## config.mk

```make
export PLATFORM = sky130hd
export DESIGN_NAME = store_merge_unit
export DESIGN_NICKNAME = d
export VERILOG_FILES = /design/src/rtl/store_merge_unit.sv
export SDC_FILE = /design/constraint.sdc
export NUM_CORES = 1
export LEC_CHECK = 0
export CORE_MARGIN = 10
export CORE_UTILIZATION = 28
export CTS_BUF_LIST = sky130_fd_sc_hd__clkbuf_4 sky130_fd_sc_hd__clkbuf_8 sky130_fd_sc_hd__clkbuf_16
export DETAILED_ROUTE_END_ITERATION = 10
export SLEW_MARGIN = 20
export SYNTH_ARGS = -nofsm -noshare
export SYNTH_HDL_FRONTEND = slang
export SYNTH_SLANG_ARGS = --single-unit
```

## constraint.sdc

```tcl
create_clock -name clk -period 2.9 [get_ports clk]
set_input_delay 0.87 -clock clk [delete_from_list [all_inputs] [get_ports clk]]
set_output_delay 0.87 -clock clk [all_outputs]
set_load 0.005 [all_outputs]
```

## src/rtl/store_merge_unit.sv

```systemverilog
// rtl/store_merge_unit.sv - sub-word store read-modify-write merge onto a word-only memory port
// Optional last-write forwarding enabled by STORE_MERGE_FWD_EN.
module store_merge_unit #(
    parameter int ADDR_W = 32,
    parameter int DATA_W = 32
) (
    input  logic              clk,
    input  logic              rst,
    input  logic              st_valid,
    output logic              st_ready,
    input  logic [2:0]        st_funct3,
    input  logic [ADDR_W-1:0] st_addr,
    input  logic [DATA_W-1:0] st_data,
    output logic              st_done,
    output logic              st_err,
    output logic              mem_rd_valid,
    input  logic              mem_rd_ready,
    input  logic              mem_rdata_valid,
    input  logic [DATA_W-1:0] mem_rdata,
    output logic              mem_wr_valid,
    input  logic              mem_wr_ready,
    output logic [ADDR_W-1:0] mem_addr,
    output logic [DATA_W-1:0] mem_wdata
);
    localparam logic [2:0] F3_SB = 3'b000;
    localparam logic [2:0] F3_SH = 3'b001;
    localparam logic [2:0] F3_SW = 3'b010;

    typedef enum logic [1:0] {IDLE, RD_REQ, RD_WAIT, WR_REQ} state_t;
    state_t state, state_nx;

    logic              half_q;
    logic [1:0]        lane_q;
    logic [15:0]       data_q;
    logic              req_bad;
    logic              accept;
    logic              is_sw;
    logic              fwd_hit;
    logic [DATA_W-1:0] fwd_word;

    function automatic logic [DATA_W-1:0] merge(input logic [DATA_W-1:0] old,
                                                input logic [15:0] d,
                                                input logic is_half,
                                                input logic [1:0] lane);
        logic [DATA_W-1:0] w;
        w = old;
        if (is_half) begin
            if (lane[1]) w[31:16] = d;
            else         w[15:0]  = d;
        end else begin
            case (lane)
                2'd0:    w[7:0]   = d[7:0];
                2'd1:    w[15:8]  = d[7:0];
                2'd2:    w[23:16] = d[7:0];
                default: w[31:24] = d[7:0];
            endcase
        end
        return w;
    endfunction

    always_comb begin
        req_bad = 1'b1;
        case (st_funct3)
            F3_SB:   req_bad = 1'b0;
            F3_SH:   req_bad = st_addr[0];
            F3_SW:   req_bad = (st_addr[1:0] != 2'b00);
            default: req_bad = 1'b1;
        endcase
    end

    assign accept = st_valid && (state == IDLE);
    assign is_sw  = (st_funct3 == F3_SW);

`ifdef STORE_MERGE_FWD_EN
    logic              hold_valid;
    logic [ADDR_W-3:0] hold_addr;
    logic [DATA_W-1:0] hold_data;

    // Memory is private to this port, so the last written word is authoritative.
    assign fwd_hit  = hold_valid && (hold_addr == st_addr[ADDR_W-1:2]);
    assign fwd_word = hold_data;

    always_ff @(posedge clk or posedge rst) begin
        if (rst) begin
            hold_valid <= 1'b0;
            hold_addr  <= '0;
            hold_data  <= '0;
        end else if (state == WR_REQ && mem_wr_ready) begin
            hold_valid <= 1'b1;
            hold_addr  <= mem_addr[ADDR_W-1:2];
            hold_data  <= mem_wdata;
        end
    end
`else
    assign fwd_hit  = 1'b0;
    assign fwd_word = '0;
`endif

    always_ff @(posedge clk or posedge rst) begin
        if (rst) state <= IDLE;
        else     state <= state_nx;
    end

    always_comb begin
        state_nx     = state;
        st_ready     = 1'b0;
        mem_rd_valid = 1'b0;
        mem_wr_valid = 1'b0;
        case (state)
            IDLE: begin
                st_ready = 1'b1;
                if (accept && !req_bad) begin
                    if (is_sw || fwd_hit) state_nx = WR_REQ;
                    else                  state_nx = RD_REQ;
                end
            end
            RD_REQ: begin
                mem_rd_valid = 1'b1;
                if (mem_rd_ready) state_nx = RD_WAIT;
            end
            RD_WAIT: begin
                if (mem_rdata_valid) state_nx = WR_REQ;
            end
            WR_REQ: begin
                mem_wr_valid = 1'b1;
                if (mem_wr_ready) state_nx = IDLE;
            end
            default: state_nx = IDLE;
        endcase
    end

    always_ff @(posedge clk or posedge rst) begin
        if (rst) begin
            st_done   <= 1'b0;
            st_err    <= 1'b0;
            mem_addr  <= '0;
            mem_wdata <= '0;
            half_q    <= 1'b0;
            lane_q    <= 2'b00;
            data_q    <= '0;
        end else begin
            st_done <= (state == WR_REQ) && mem_wr_ready;
            st_err  <= accept && req_bad;
            if (accept && !req_bad) begin
                mem_addr <= {st_addr[ADDR_W-1:2], 2'b00};
                half_q   <= st_funct3[0];
                lane_q   <= st_addr[1:0];
                data_q   <= st_data[15:0];
                if (is_sw)        mem_wdata <= st_data;
                else if (fwd_hit) mem_wdata <= merge(fwd_word, st_data[15:0], st_funct3[0], st_addr[1:0]);
            end else if (state == RD_WAIT && mem_rdata_valid) begin
                mem_wdata <= merge(mem_rdata, data_q, half_q, lane_q);
            end
        end
    end

endmodule

```

== Word level (Yosys, flattened, before mapping) ==
Cells that the tools add are included.
Storage, ports and cells
  word-level logic and storage cells: 54
  bits of input ports: 105
  output and inout bits: 69
  flip-flop bits (word level): 85
Operators by class
  mux-type cells: 20
  reduce and logical (&&, ||, !) cells: 14
  eq/ne operators: 12
Operator list (count)
  2-to-1 mux 32 bit: 4
  2-to-1 mux 16 bit: 2
  2-to-1 mux 8 bit: 4
  2-to-1 mux 2 bit: 5
  inequality test 2 bit, second input constant: 4
  one-hot mux 2 bit (4 select lines): 1
  == test 2 bit, second input constant: 3
  logical AND 1 bit: 5
  == test 2 x 1 -> 1 bit, second input constant: 2
  logical NOT 2 bit: 2
  AND reduction 4 bit: 1
  nonzero test 2 bit: 2
  == test 3 x 1 -> 1 bit, second input constant: 1
  == test 3 x 2 -> 1 bit, second input constant: 1
  logical NOT 3 bit: 1
  2-to-1 mux 1 bit: 3
  one-hot mux 1 bit (3 select lines): 1
  OR reduction 3 bit: 1
  inequality test 2 x 1 -> 1 bit, second input constant: 1
  AND reduction 2 bit: 1
  logical NOT 1 bit: 1

== Logic depth before layout (Yosys ltp) ==
  word-level depth: 6
  gate-level depth with buffers: 10

== Worst setup path before layout ==
No wires, ideal clock.
  path type: input to register
  start: in st_valid
  end: reg mem_wdata[0]
  stages on the path: 6
  slack: 0.669 ns
  buffers on the path: 2
  library setup time: 0.125 ns
  arrival time: 2.106 ns
  path through: and3b_1 > buf_2 > o21ai_4 > mux2i_4 > buf_6 > mux2_4
Between the ends
  longest elaborated chain between the ends: 4
RTL lines
  start, declared: line 9  | input logic st_valid,
  logical AND 1 bit (*): line 71  | assign accept = st_valid && (state == IDLE);
  logical AND 1 bit (*): line 144  | if (accept && !req_bad) begin
  inequality test 2 bit (no source line) or nonzero test 2 bit (tied branches)
  AND reduction 2 bit (no source line)
  end signal, assigned: line 149  | if (is_sw) mem_wdata <= st_data;
  end signal, assigned: line 150  | else if (fwd_hit) mem_wdata <= merge(fwd_word, st_data[15:0], st_funct3[0], st_addr[1:0]);
  end signal, assigned: line 152  | mem_wdata <= merge(mem_rdata, data_q, half_q, lane_q);
  end, declared: line 23  | output logic [DATA_W-1:0] mem_wdata
Mark *: on every way between the ends. The rest lies on a longest branch, timed or not.
A chain may end at the register's enable or synchronous reset.

== Worst setup path after layout ==
  start: reg state[0]
  end: out st_ready
Between the ends
  longest elaborated chain between the ends: 2
RTL lines
  start, declared: line 30  | state_t state, state_nx;
  start signal, assigned: line 101  | else state <= state_nx;
  logical NOT 2 bit: line 109  | case (state)
  2-to-1 mux 1 bit: line 109
  end, declared: line 10  | output logic st_ready,
Every way passes these cells.

==> metrics.log <==
[metrics] outcome: finished, final reports clean
[metrics] largest area contributor in the synthesized netlist: sky130_fd_sc_hd__dfrtp_1
[metrics] number of instances in the synthesized netlist: 476
[metrics] max frequency: 0.390 GHz
[metrics] Syn. warnings: 0
[metrics] vertical extent of the die: 148 um
[metrics] sum of overflow across all layers after global routing: 0
[metrics] First DRT Iteration DRCs: 268
[metrics] crit path buf inv count: 2
[metrics] cell type of the slowest stage on the worst timing path: sky130_fd_sc_hd__clkdlybuf4s50_1
[metrics] post-detailed-routing wire length: 15700 um
[metrics] post-route antenna net violation count: 0
[metrics] die footprint: 0.0220 mm^2
[metrics] Root Buffer: sky130_fd_sc_hd__clkbuf_16
[metrics] Max Root-Sink Buffers: 2
[metrics] sequential share of the synthesized area: 46.0%
[metrics] post-route cell area: 0.00695 mm^2
[metrics] category of the worst setup path capture point: primary output
[metrics] placeable core area: 0.0161 mm^2
[metrics] most used cells in the layout excluding fill and tap cells: 171 x sky130_fd_sc_hd__clkdlybuf4s50_1, 144 x sky130_fd_sc_hd__nand2_1, 85 x sky130_fd_sc_hd__dfrtp_1
[metrics] clock buffer count from CTS: 9
[metrics] H-tree level count: 3
[metrics] simple logic cell fraction of the synthesized area: 19.5%
[metrics] largest incremental delay on the critical path: 0.54 ns
[metrics] number of global-route vias before repair: 4333
[metrics] proportion of synthesized area in mux cells: 14.1%
[metrics] start-to-end type of the worst setup path: reg2out
[metrics] top cell type's share of synthesized area: 46.0%
[metrics] worst path cell trace: inv_1, ha_1, clkdlybuf4s50_1
[metrics] largest net degree at the start of global routing: 43
[metrics] clock-pin slew on the worst setup and hold paths: 0.06 ns
[metrics] Resized Gates After CTS: 0
[metrics] Post-Synth XOR/XNOR Area: 0%
[metrics] most common cell after layout, fill and taps aside: sky130_fd_sc_hd__clkdlybuf4s50_1
[metrics] average wire length per cell after detail routing: 18.2 um
[metrics] cell count after placement: 848
[metrics] final weighted congestion in routability-driven placement: 0.890
[metrics] placed cell areas: 0.00663 mm^2
[metrics] Final Net Count: 753
[metrics] wire length of the first global-routing pass: 25100 um
[metrics] worst path required time: 2.03 ns
[metrics] Avg Synthesized Cell Area: 9.71 um^2
[metrics] normalized max-slew margin: 51.8%
[metrics] Final period util: 88.5%
[metrics] setup slack, reg-to-reg: 0.67 ns
[metrics] relative area change from synthesis to final layout: 50.5%
[metrics] combined global-route utilization of all metal layers: 14.4%
[metrics] clock latency on the worst-skew pair: 0.34 ns
[metrics] clock tree from TritonCTS: built
[metrics] worst path arrival time: 1.70 ns
[metrics] critical path fanouts, max: 5
[metrics] sum of net half-perimeters after detailed placement: 12200 um
[metrics] setup TNS after final layout: 0 ns
[metrics] total via count in the routed design: 4114
[metrics] Yosys reg bits: 85
[metrics] leakage dissipation: 3.08 nW
[metrics] biggest area contributors in the synthesized netlist: sky130_fd_sc_hd__dfrtp_1 46%, sky130_fd_sc_hd__nand2_1 12%, sky130_fd_sc_hd__mux2_4 9.7%
[metrics] Core Rows: 46
[metrics] Hold Fails Final Rpt: 0
[metrics] input/output buffers: 171
[metrics] per-cell via count in the routed design: 4.76
[metrics] slew at the pin with the worst max-slew slack: 0.723 ns
[metrics] starting density of the core: 28.8%
[metrics] antenna violations before repair: 2
[metrics] Die Span X: 148 um
[metrics] time the worst path needs with I/O delays and setup: 2.57 ns
[metrics] combinational family with the most area after synthesis: simple AND/OR/NAND/NOR gates
[metrics] number of max-cap violations: 0
[metrics] post-CTS setup buffers: 0
[metrics] type of element launching the critical path: register
[metrics] number of clock sinks: 85
[metrics] netlist area before placement: 0.00462 mm^2
[metrics] RSZ-0062 raised after global routing: false
[metrics] layout cell share with drive strength beyond 1: 12.7%
[metrics] family of cells with the greatest summed delay on the critical path: buffers and inverters
[metrics] diode insertion count for antenna repair: 0
[metrics] Remaining DRCs: 0
[metrics] fraction of the mapped netlist area in compound gates: 12.7%
[metrics] number of iterations in the first detailed-routing pass: 4
[metrics] post-synthesis share of cell area spent on full adders, half adders and majority gates: 1.35%
[metrics] worst hold path class: reg2reg
[metrics] Final Non-Filler Cells: 864
[metrics] total power draw: 6.76 mW
[metrics] Final setup viols: 0
[metrics] number of hold buffers added after cts: 0
[metrics] Peak VDD IR: 0.495 mV
[metrics] post-synthesis cell type count: 43
[metrics] pwr/cell area: 971 mW/mm^2
[metrics] worst hold margin: 0.473 ns
[metrics] ports placed on the boundary: 174
[metrics] max-slew violation count: 0
[metrics] Worst Skew: 0.00756 ns
[worst min-delay path: stages, from the launching register on]
cell and delay (ns):
sky130_fd_sc_hd__dfrtp_1 0.34, sky130_fd_sc_hd__nand2_1 0.05, sky130_fd_sc_hd__nand2_1 0.05
[sequential cells by signal, indices dropped and copies added (netlist names)]
name / count
data_q: 16
half_q: 1
lane_q: 2
mem_addr: 30
mem_wdata: 32
st_done: 1
st_err: 1
state: 2
[Yosys cell counts (all sizes together)]
cell	instances
a211oi	20
o22ai	1
or3b	1
nand2	144
buf	27
conb	1
a21oi	3
dfrtp	85
mux2	37
a21o	1
nand4bb	2
nand2b	2
o32ai	4
a31oi	16
mux2i	11
nor3b	4
nor4b	4
nand3b	5
and2	1
o211ai	8
clkbuf	10
nor2	6
or4bb	6
ha	5
nor2b	2
and3b	1
o21ba	1
inv	20
a221oi	1
o221ai	4
or3	1
o21a	1
nand3	16
o31ai	4
nor3	1
o21bai	1
o21ai	19
[kinds of logic after synthesis]
group	after synthesis
AOI/OAI and AO/OA	84
DFF	85
and+or+nand+nor	196
adders and majority gates	5
buffers and inverters	57
muxes	48
other	1
[layer usage]
metal  track usage, %  up-vias  routed length, um
li1                 -     1979                  -
met2             22.5      162               7300
met1             17.6     1962               6680
met3             6.95        9               1620
met5                0        -                 18
met4             2.73        2                 86
[where the power goes]
group	total [mW]	internal [mW]	leakage (nW)	switching, mW
Clock	1.27	0.791	0.164	0.482
Sequential	2.28	1.78	1.05	0.506
Combinational	3.20	1.91	1.86	1.29
[cell type report]
cell class	instances	area, um^2
Inverter	20	78.8
Tap cell	216	270
Clock buffer	11	246
Fill cell	1514	9100
Clock inverter	5	82.6
Sequential cell	85	2130
Multi-Input combinational cell	335	2220
Timing Repair Buffer	192	1930
[path summary, 6_finish.rpt]
| check | startpoint | endpoint | cells after the start |
|---|---|---|---|
| hold reg to reg | mem_addr[19] | mem_addr[19] | 2 |
| min in group asynchronous | rst | mem_wdata[6] | 2 |
| setup / recovery | state[0] | st_ready | 3 |
| max in group asynchronous | rst | data_q[12] | 3 |
| hold / removal | mem_addr[19] | mem_addr[19] | 2 |
| setup reg to reg | state[0] | mem_wdata[29] | 7 |
[metrics by stage]
step	utilization, %	setup slack [ns]
2_1_floorplan	-	0.669
3_3_place_gp	41.3	0.0884
3_5_place_dp	41.3	0.0282
4_1_cts	43.3	0.288
5_1_grt	43.3	0.210
6_report	43.3	0.333
(Power assumes the default switching activity.)
